### config.mk
export PLATFORM = sky130hd
export DESIGN_NAME = uart_sender
export DESIGN_NICKNAME = d
export VERILOG_FILES = /design/src/rtl/uart_sender.sv
export SDC_FILE = /design/constraint.sdc
export NUM_CORES = 1
export LEC_CHECK = 0
export BUFFER_PORTS_ARGS = -buffer_cell sky130_fd_sc_hd__buf_2
export CAP_MARGIN = 20
export CORE_MARGIN = 8
export CORE_UTILIZATION = 38
export CTS_CLUSTER_DIAMETER = 200
export DETAILED_ROUTE_END_ITERATION = 16
export MAX_ROUTING_LAYER = met4
export REMOVE_ABC_BUFFERS = 1
export SYNTH_ARGS = -nofsm -noshare
export SYNTH_HDL_FRONTEND = slang
export SYNTH_SLANG_ARGS = --single-unit
### constraint.sdc
create_clock -name clk -period 3.52 [get_ports clk]
set_clock_uncertainty 0.15 [all_clocks]
set_input_delay 0.352 -clock clk [delete_from_list [all_inputs] [get_ports clk]]
set_output_delay 0.352 -clock clk [all_outputs]
set_load 0.02 [all_outputs]
### src/rtl/uart_sender.sv
// UART 8N1 transmitter draining a word-wide read FIFO.
// Each word is sent most-significant byte first, each byte LSB first.
module uart_sender #(
  parameter int unsigned UART_BPS      = 9600,
  parameter int unsigned CLK_FREQ      = 50_000_000,
  parameter int unsigned FIFO_RD_WIDTH = 16,
  parameter int unsigned FIFO_RD_BYTE  = 2
) (
  input  logic                     clk,
  input  logic                     rst_n,
  input  logic                     fifo_empty,
  input  logic [FIFO_RD_WIDTH-1:0] fifo_rd_data,
  output logic                     fifo_rd_en,
  output logic                     tx,
  output logic                     busy
);

  localparam int unsigned BAUD_MAX = CLK_FREQ / UART_BPS;
  localparam int unsigned BAUD_W   = (BAUD_MAX > 1) ? $clog2(BAUD_MAX) : 1;
  localparam int unsigned BYTE_W   = (FIFO_RD_BYTE > 1) ? $clog2(FIFO_RD_BYTE) : 1;

  typedef enum logic [2:0] {
    IDLE,
    READ,
    LATCH,
    START,
    DATA,
    STOP
  } state_t;

  state_t                   state;
  logic [1:0]               rst_sync;
  logic                     rst_int;
  logic [FIFO_RD_WIDTH-1:0] shreg;
  logic [BYTE_W-1:0]        byte_cnt;
  logic [BAUD_W-1:0]        baud_cnt;
  logic [2:0]               bit_cnt;
  logic [7:0]               cur_byte;
  logic                     baud_last;

  // Asynchronous assertion, synchronous release.
  always_ff @(posedge clk or negedge rst_n) begin
    if (!rst_n) rst_sync <= 2'b00;
    else        rst_sync <= {rst_sync[0], 1'b1};
  end
  assign rst_int = rst_sync[1];

  assign cur_byte  = shreg[FIFO_RD_WIDTH-1 -: 8];
  assign baud_last = (baud_cnt == BAUD_W'(BAUD_MAX - 1));

  always_ff @(posedge clk or negedge rst_int) begin
    if (!rst_int) begin
      state      <= IDLE;
      tx         <= 1'b1;
      fifo_rd_en <= 1'b0;
      busy       <= 1'b0;
      shreg      <= '0;
      byte_cnt   <= '0;
      baud_cnt   <= '0;
      bit_cnt    <= '0;
    end else begin
      fifo_rd_en <= 1'b0;
      case (state)
        IDLE: begin
          tx   <= 1'b1;
          busy <= 1'b0;
          if (!fifo_empty) begin
            state      <= READ;
            fifo_rd_en <= 1'b1;
            busy       <= 1'b1;
          end
        end
        // Start bit is driven from LATCH on so the word gap is only IDLE+READ.
        READ: begin
          state <= LATCH;
          tx    <= 1'b0;
        end
        LATCH: begin
          shreg    <= fifo_rd_data;
          byte_cnt <= '0;
          baud_cnt <= BAUD_W'(1);
          state    <= START;
        end
        START: begin
          if (baud_last) begin
            baud_cnt <= '0;
            bit_cnt  <= '0;
            tx       <= cur_byte[0];
            state    <= DATA;
          end else begin
            baud_cnt <= baud_cnt + BAUD_W'(1);
          end
        end
        DATA: begin
          if (baud_last) begin
            baud_cnt <= '0;
            if (bit_cnt == 3'd7) begin
              tx    <= 1'b1;
              state <= STOP;
            end else begin
              bit_cnt <= bit_cnt + 3'd1;
              tx      <= cur_byte[bit_cnt + 3'd1];
            end
          end else begin
            baud_cnt <= baud_cnt + BAUD_W'(1);
          end
        end
        STOP: begin
          if (baud_last) begin
            baud_cnt <= '0;
            if (byte_cnt < BYTE_W'(FIFO_RD_BYTE - 1)) begin
              shreg    <= shreg << 8;
              byte_cnt <= byte_cnt + BYTE_W'(1);
              tx       <= 1'b0;
              state    <= START;
            end else begin
              busy  <= 1'b0;
              state <= IDLE;
            end
          end else begin
            baud_cnt <= baud_cnt + BAUD_W'(1);
          end
        end
        default: begin
          tx    <= 1'b1;
          busy  <= 1'b0;
          state <= IDLE;
        end
      endcase
    end
  end

endmodule

# --- Word level (Yosys, flattened, before mapping) ---
# Index checks and enable logic that the tools add are counted.
word_totals:
  ff_bits: 41
  inputBits: 19
  out_inout_bits: 3
  wordCells: 74
classes:
  add_sub_neg: 3
  magnitude_cmp: 2
  eq_ne: 15
  n_mux: 32
  bitwise_logic: 2
  n_reduce_logical: 11
ops:
  columns: ["op", "n"]
  rows:
  - ["16-bit 2-to-1 mux", 2]
  - ["16-bit case mux with 2 select lines", 1]
  - ["13-bit case mux with 2 select lines", 1]
  - ["3-bit 2-to-1 mux", 8]
  - ["3-bit case mux with 6 select lines", 1]
  - ["2-bit inequality test (second input constant)", 8]
  - ["13-bit by 1-bit adder with 13-bit output (second input constant)", 1]
  - ["13-bit equality test (second input constant)", 1]
  - ["13-bit 2-to-1 mux", 1]
  - ["1-bit 2-to-1 mux", 12]
  - ["5-bit AND reduction", 2]
  - ["3-bit equality test (second input constant)", 3]
  - ["3-bit by 2-bit equality test with 1-bit output (second input constant)", 2]
  - ["3-bit case mux with 2 select lines", 1]
  - ["3-bit AND reduction", 2]
  - ["2-bit nonzero test", 3]
  - ["1-bit case mux with 5 select lines", 1]
  - ["3-bit by 4-bit less-than comparator with 1-bit output (second input constant)", 1]
  - ["4-bit AND reduction", 1]
  - ["4-bit OR reduction", 1]
  - ["3-bit by 1-bit adder with 3-bit output (second input constant)", 1]
  - ["1-bit binary-select mux with 3-bit select", 1]
  - ["3-bit by 1-bit equality test with 1-bit output (second input constant)", 1]
  - ["3-bit zero test", 1]
  - ["other kinds (7)", 8]

# --- Logic depth before layout (Yosys ltp) ---
logic_depth:
  word_depth: 6
  mapped_depth: 7
  mapped_depth_nobuf: 6

# --- Worst setup path before layout ---
# OpenSTA, ideal clock, no wires.
synth_timing:
  kind: "flip-flop to flip-flop"
  from: "register baud_cnt[0]"
  to: "register shreg[13]"
  setup_time_ns: 0.125
  t_arrival_ns: 1.743
  slack_ns: 1.502
  stages_incl_launch_ff: 7
  path_buffers: 1
  period_less_slack_ns: 2.018
  path_cell_list: "dfrtp_1 > ha_1 > and4b_1 > and3_4 > o22ai_4 > buf_6 > mux2_4"
synth_via:
  elab_chain_len: 3
synth_lines:
  columns: ["element", "line", "text"]
  rows:
  - ["from (decl)", "36", "logic [BAUD_W-1:0] baud_cnt;"]
  - ["from (signal assigned)", "91", "baud_cnt <= baud_cnt + BAUD_W'(1);"]
  - ["from (signal assigned)", "105", "baud_cnt <= baud_cnt + BAUD_W'(1);"]
  - ["from (signal assigned)", "121", "baud_cnt <= baud_cnt + BAUD_W'(1);"]
  - ["13-bit equality test", "49", "assign baud_last = (baud_cnt == BAUD_W'(BAUD_MAX - 1));"]
  - ["2-bit inequality test (no line)", null, null]
  - ["3-bit AND reduction (no line)", null, null]
  - ["to (signal assigned)", "79", "shreg <= fifo_rd_data;"]
  - ["to (signal assigned)", "112", "shreg <= shreg << 8;"]
  - ["to (decl)", "34", "logic [FIFO_RD_WIDTH-1:0] shreg;"]
# No other way between the ends.
# A chain may end at the register's enable or synchronous reset.

# --- Worst setup path after layout ---
layout_timing:
  from: "register state[0]"
  to: "register shreg[9]"
layout_via:
  elab_chain_len: 3
  word_cells_on_any_way: 7
  cone_classes: "4 x eq/ne; 1 x mux; 2 x reduce/logical"
layout_lines:
  columns: ["element", "line", "text"]
  rows:
  - ["from (decl)", "31", "state_t state;"]
  - ["from (signal assigned)", "53", "state <= IDLE;"]
  - ["from (signal assigned)", "68", "state <= READ;"]
  - ["from (signal assigned)", "75", "state <= LATCH;"]
  - ["3-bit equality test / 3-bit by 2-bit equality test with 1-bit output (equally long branches)", "63", "case (state)"]
  - ["2-bit inequality test (no line) / 2-bit nonzero test (equally long branches)", null, null]
  - ["3-bit AND reduction (no line)", null, null]
# Parallel ways exist; a longest one is shown, timed or not.

==> metrics.csv <==
stage;metric;value;unit
run_status;status;complete, no violations;
layout;fill count;591;
global_routing;total gr overflow;0;
timing;Max Transition Viols Final;0;
drt;Residual DRC;0;
yosys;asr flop ratio synth;100;%
yosys;ys flop type;dfrtp_1;
timing;setup TNS;0;ps
drt;Avg WL per Cell;14.9;µm
layout;Antenna Cells;0;
yosys;YS warnings;0;
worst_hold_path;hold path depth;2;
worst_setup_path;startpoint types;flop;
timing;fin crit period;2660;ps
flow_run;Max Cap Violations;0;
drt;Vias/cell;5.49;
drt;final WL;4.58;mm
global_routing;largest net degree at the start of global routing;28;
die;Initial Utilization;38.5;%
worst_setup_path;crit path DAT;2680;ps
yosys;Synth area leader;dfrtp_1;
worst_setup_path;CP required;3550;ps
yosys;ranking of synthesized cells by area;dfrtp_1 (45%), mux2_2 (8.0%), a22o_1 (3.5%);
drt;1st-iter DRT viols;55;
die;Core ar.;0.00582;mm²
global_routing;global-route wire length before repair;7.93;mm
clock_tree;postcts setup bufs;0;
worst_setup_path;Setup crit end kind;flop;
worst_hold_path;worst hold path class;in -> reg;
clock_tree;CTS tree;built;
worst_setup_path;worst r2r src;state[0];
global_routing;initial antenna violation count;0;
timing;final hold violation count;0;
yosys;Syn Area/Cell;10.6;µm²
timing;slew margin rel.;56.3;%
layout;Final Cell Area;0.00254;mm²
layout;final layout net count;253;
pwr;Max VDD drop;0.292;mV
layout;Final Instance Count excl. Fillers;307;
timing;Setup Viol. Count Final;0;
clock_tree;Worst-Skew Late Latency;290;ps
placed_design;quantity of I/O buffers inserted on ports;21;
clock_tree;post-CTS resize count;0;
placed_design;cell area after placement;0.00238;mm²
global_routing;gr usage total;11.5;%
clock_tree;Clock transition at path regs;80;ps
worst_setup_path;crit-path max FO;17;
yosys;post-synth cell types;55;
timing;Max Clock Freq;376;MHz
global_routing;number of global-route vias before repair;1639;
die;die area;0.00861;mm²
pwr;PD cells;670;mW/mm²
timing;Final Hold Slack;102;ps
worst_setup_path;reg-to-reg slack, setup;860;ps
clock_tree;CTS Buf Count;5;
timing;RSZ-0062 raised after global routing;false;
clock_tree;clk sinks;41;
drt;DR vias;1685;
clock_tree;clock root cell;clkbuf_8;
worst_setup_path;FF-to-FF End;shreg[9];
yosys;Syn Inst Count;211;
drt;Final ANT Viol Nets;0;
worst_hold_path;hold path startpoint;fifo_empty;
worst_hold_path;Worst Hold End;fifo_rd_en;
die;# IOs;22;
layout;P&R area growth vs syn;13.5;%
layout;layout cells sized above 1;24.6;%
pwr;Pleak;1.10;nW
yosys;post-synthesis cell area;0.00224;mm²
die;Die Ht;92.8;µm
drt;DRT Pass-1 Iters;4;
yosys;#FFs+latches synth;41;
layout;Final Core Density;43.7;%
die;Die W;92.8;µm
clock_tree;maximum clock path buffer count;2;
yosys;EDFF count, synth;0;
worst_setup_path;Setup CP Type;reg -> reg;
placed_design;Inst Count DP;296;
worst_setup_path;R2R cell count;3;
die;row count;28;
timing;worst slew pin tran;653;ps
yosys;post-synthesis sequential area ratio;45.9;%
placed_design;gpl congestion;0.813;
placed_design;DP HPWL;3.29;mm
clock_tree;H-tree Lvls;2;
yosys;Synth top area share;44.7;%
timing;period utilisation layout;75.5;%
## metal layers
metal	track usage [%]	routed length [µm]
met2	17.9	2180
met4	3.22	55
met5	-	0
met1	14.5	2200
met3	2.91	150
## repair_timing
item	CTS	global route
hold buffers	1	1
hold endpoints to repair	2	2
setup endpoints to repair	0	0
## layout make-up
class                   count  area, µm²  area share, %
clock inverters             1       30.0           1.18
flip-flops and latches     41       1030           40.4
repair buffers             26        168           6.59
inverters                   4       15.0          0.591
well taps                  75       93.8           3.69
clock buffers               7       86.3           3.40
multi-input cells         153       1120           44.1
## logic make-up after synthesis
family	share of synthesized area, %
compound gates	19.7
simple gates	17.8
buf+inv	4.02
fa+ha+maj	1.68
other cells	0.167
mux	10.8
flops	45.9
## metrics by stage
stage | setup slack (ps) | total power [W]
detailed placement | 871 | 0.00131
global placement | 939 | 0.00130
finish | 863 | 0.00170
CTS | 862 | 0.00171
global route | 655 | 0.00181
floorplan | 1270 | 0.00116
## how the worst max path moves through the flow
stage             start        end  slack [ps]
2_1_floorplan  state[0]  shreg[10]        1270
3_3_place_gp   state[0]  shreg[12]         940
3_5_place_dp   state[0]  shreg[11]         870
4_1_cts        state[0]  shreg[11]         860
5_1_grt        state[0]  shreg[11]         650
6_report       state[0]   shreg[9]         860
## report_power, final
| group | internal, W | switching [W] | total, W | leakage, nW |
|---|---|---|---|---|
| sequential | 0.000611 | 0.000133 | 0.000745 | 0.519 |
| clock | 0.000231 | 0.000165 | 0.000397 | 0.0585 |
| combinational | 0.000283 | 0.000279 | 0.000562 | 0.521 |
| total | 0.00113 | 0.000577 | 0.00170 | 1.10 |
## worst max-delay path, cell delays in order (launching register included)
cell and delay, ps:
dfrtp_1 720, nand3b_1 600, o22ai_4 660, mux2_2 390
## cells in the mapped netlist (2+ instances only)
cell      number
and3_1         2
a32o_1         2
nand2b_1       9
inv_1          4
a31oi_1        7
o21ai_0        5
nand2_1       19
clkbuf_1       2
nand3_1        5
a21o_1         3
buf_4          3
nor2_1        12
ha_1           3
buf_2          5
a41oi_1        2
nand4_1        3
a21oi_1       13
mux2_4         2
o21a_1         2
o22ai_1        2
mux2_2        16
and2_1         3
nand3b_1       2
o221ai_1       3
dfrtp_1       40
nor3_1         5
a22o_1         9
## registers in the layout (all words and copies together), names as in the netlist
signal      count
busy            1
byte_cnt        1
tx              1
state           3
fifo_rd_en      1
rst_sync        2
shreg          16
bit_cnt         3
baud_cnt       13
## placed cells by master (no fill, tap or decap), types with 2 or more instances in the layout
master         instances
a21o_1                 3
o21ai_0                5
a41oi_1                2
a31oi_1                7
inv_1                  4
a22o_1                 9
o221ai_1               3
nand3b_1               2
nand3_1                5
nor2_1                12
o21a_1                 2
nand4_1                3
o22ai_1                2
nand2b_1               9
mux2_4                 2
mux2_2                16
clkbuf_8               6
nand2_1               19
a21oi_1               13
dlygate4sd3_1          2
ha_1                   3
buf_4                  2
and2_1                 3
nor3_1                 5
dfrtp_1               40
and3_1                 2
buf_2                 21
a32o_1                 2
Power figures use the tool's default switching activity.
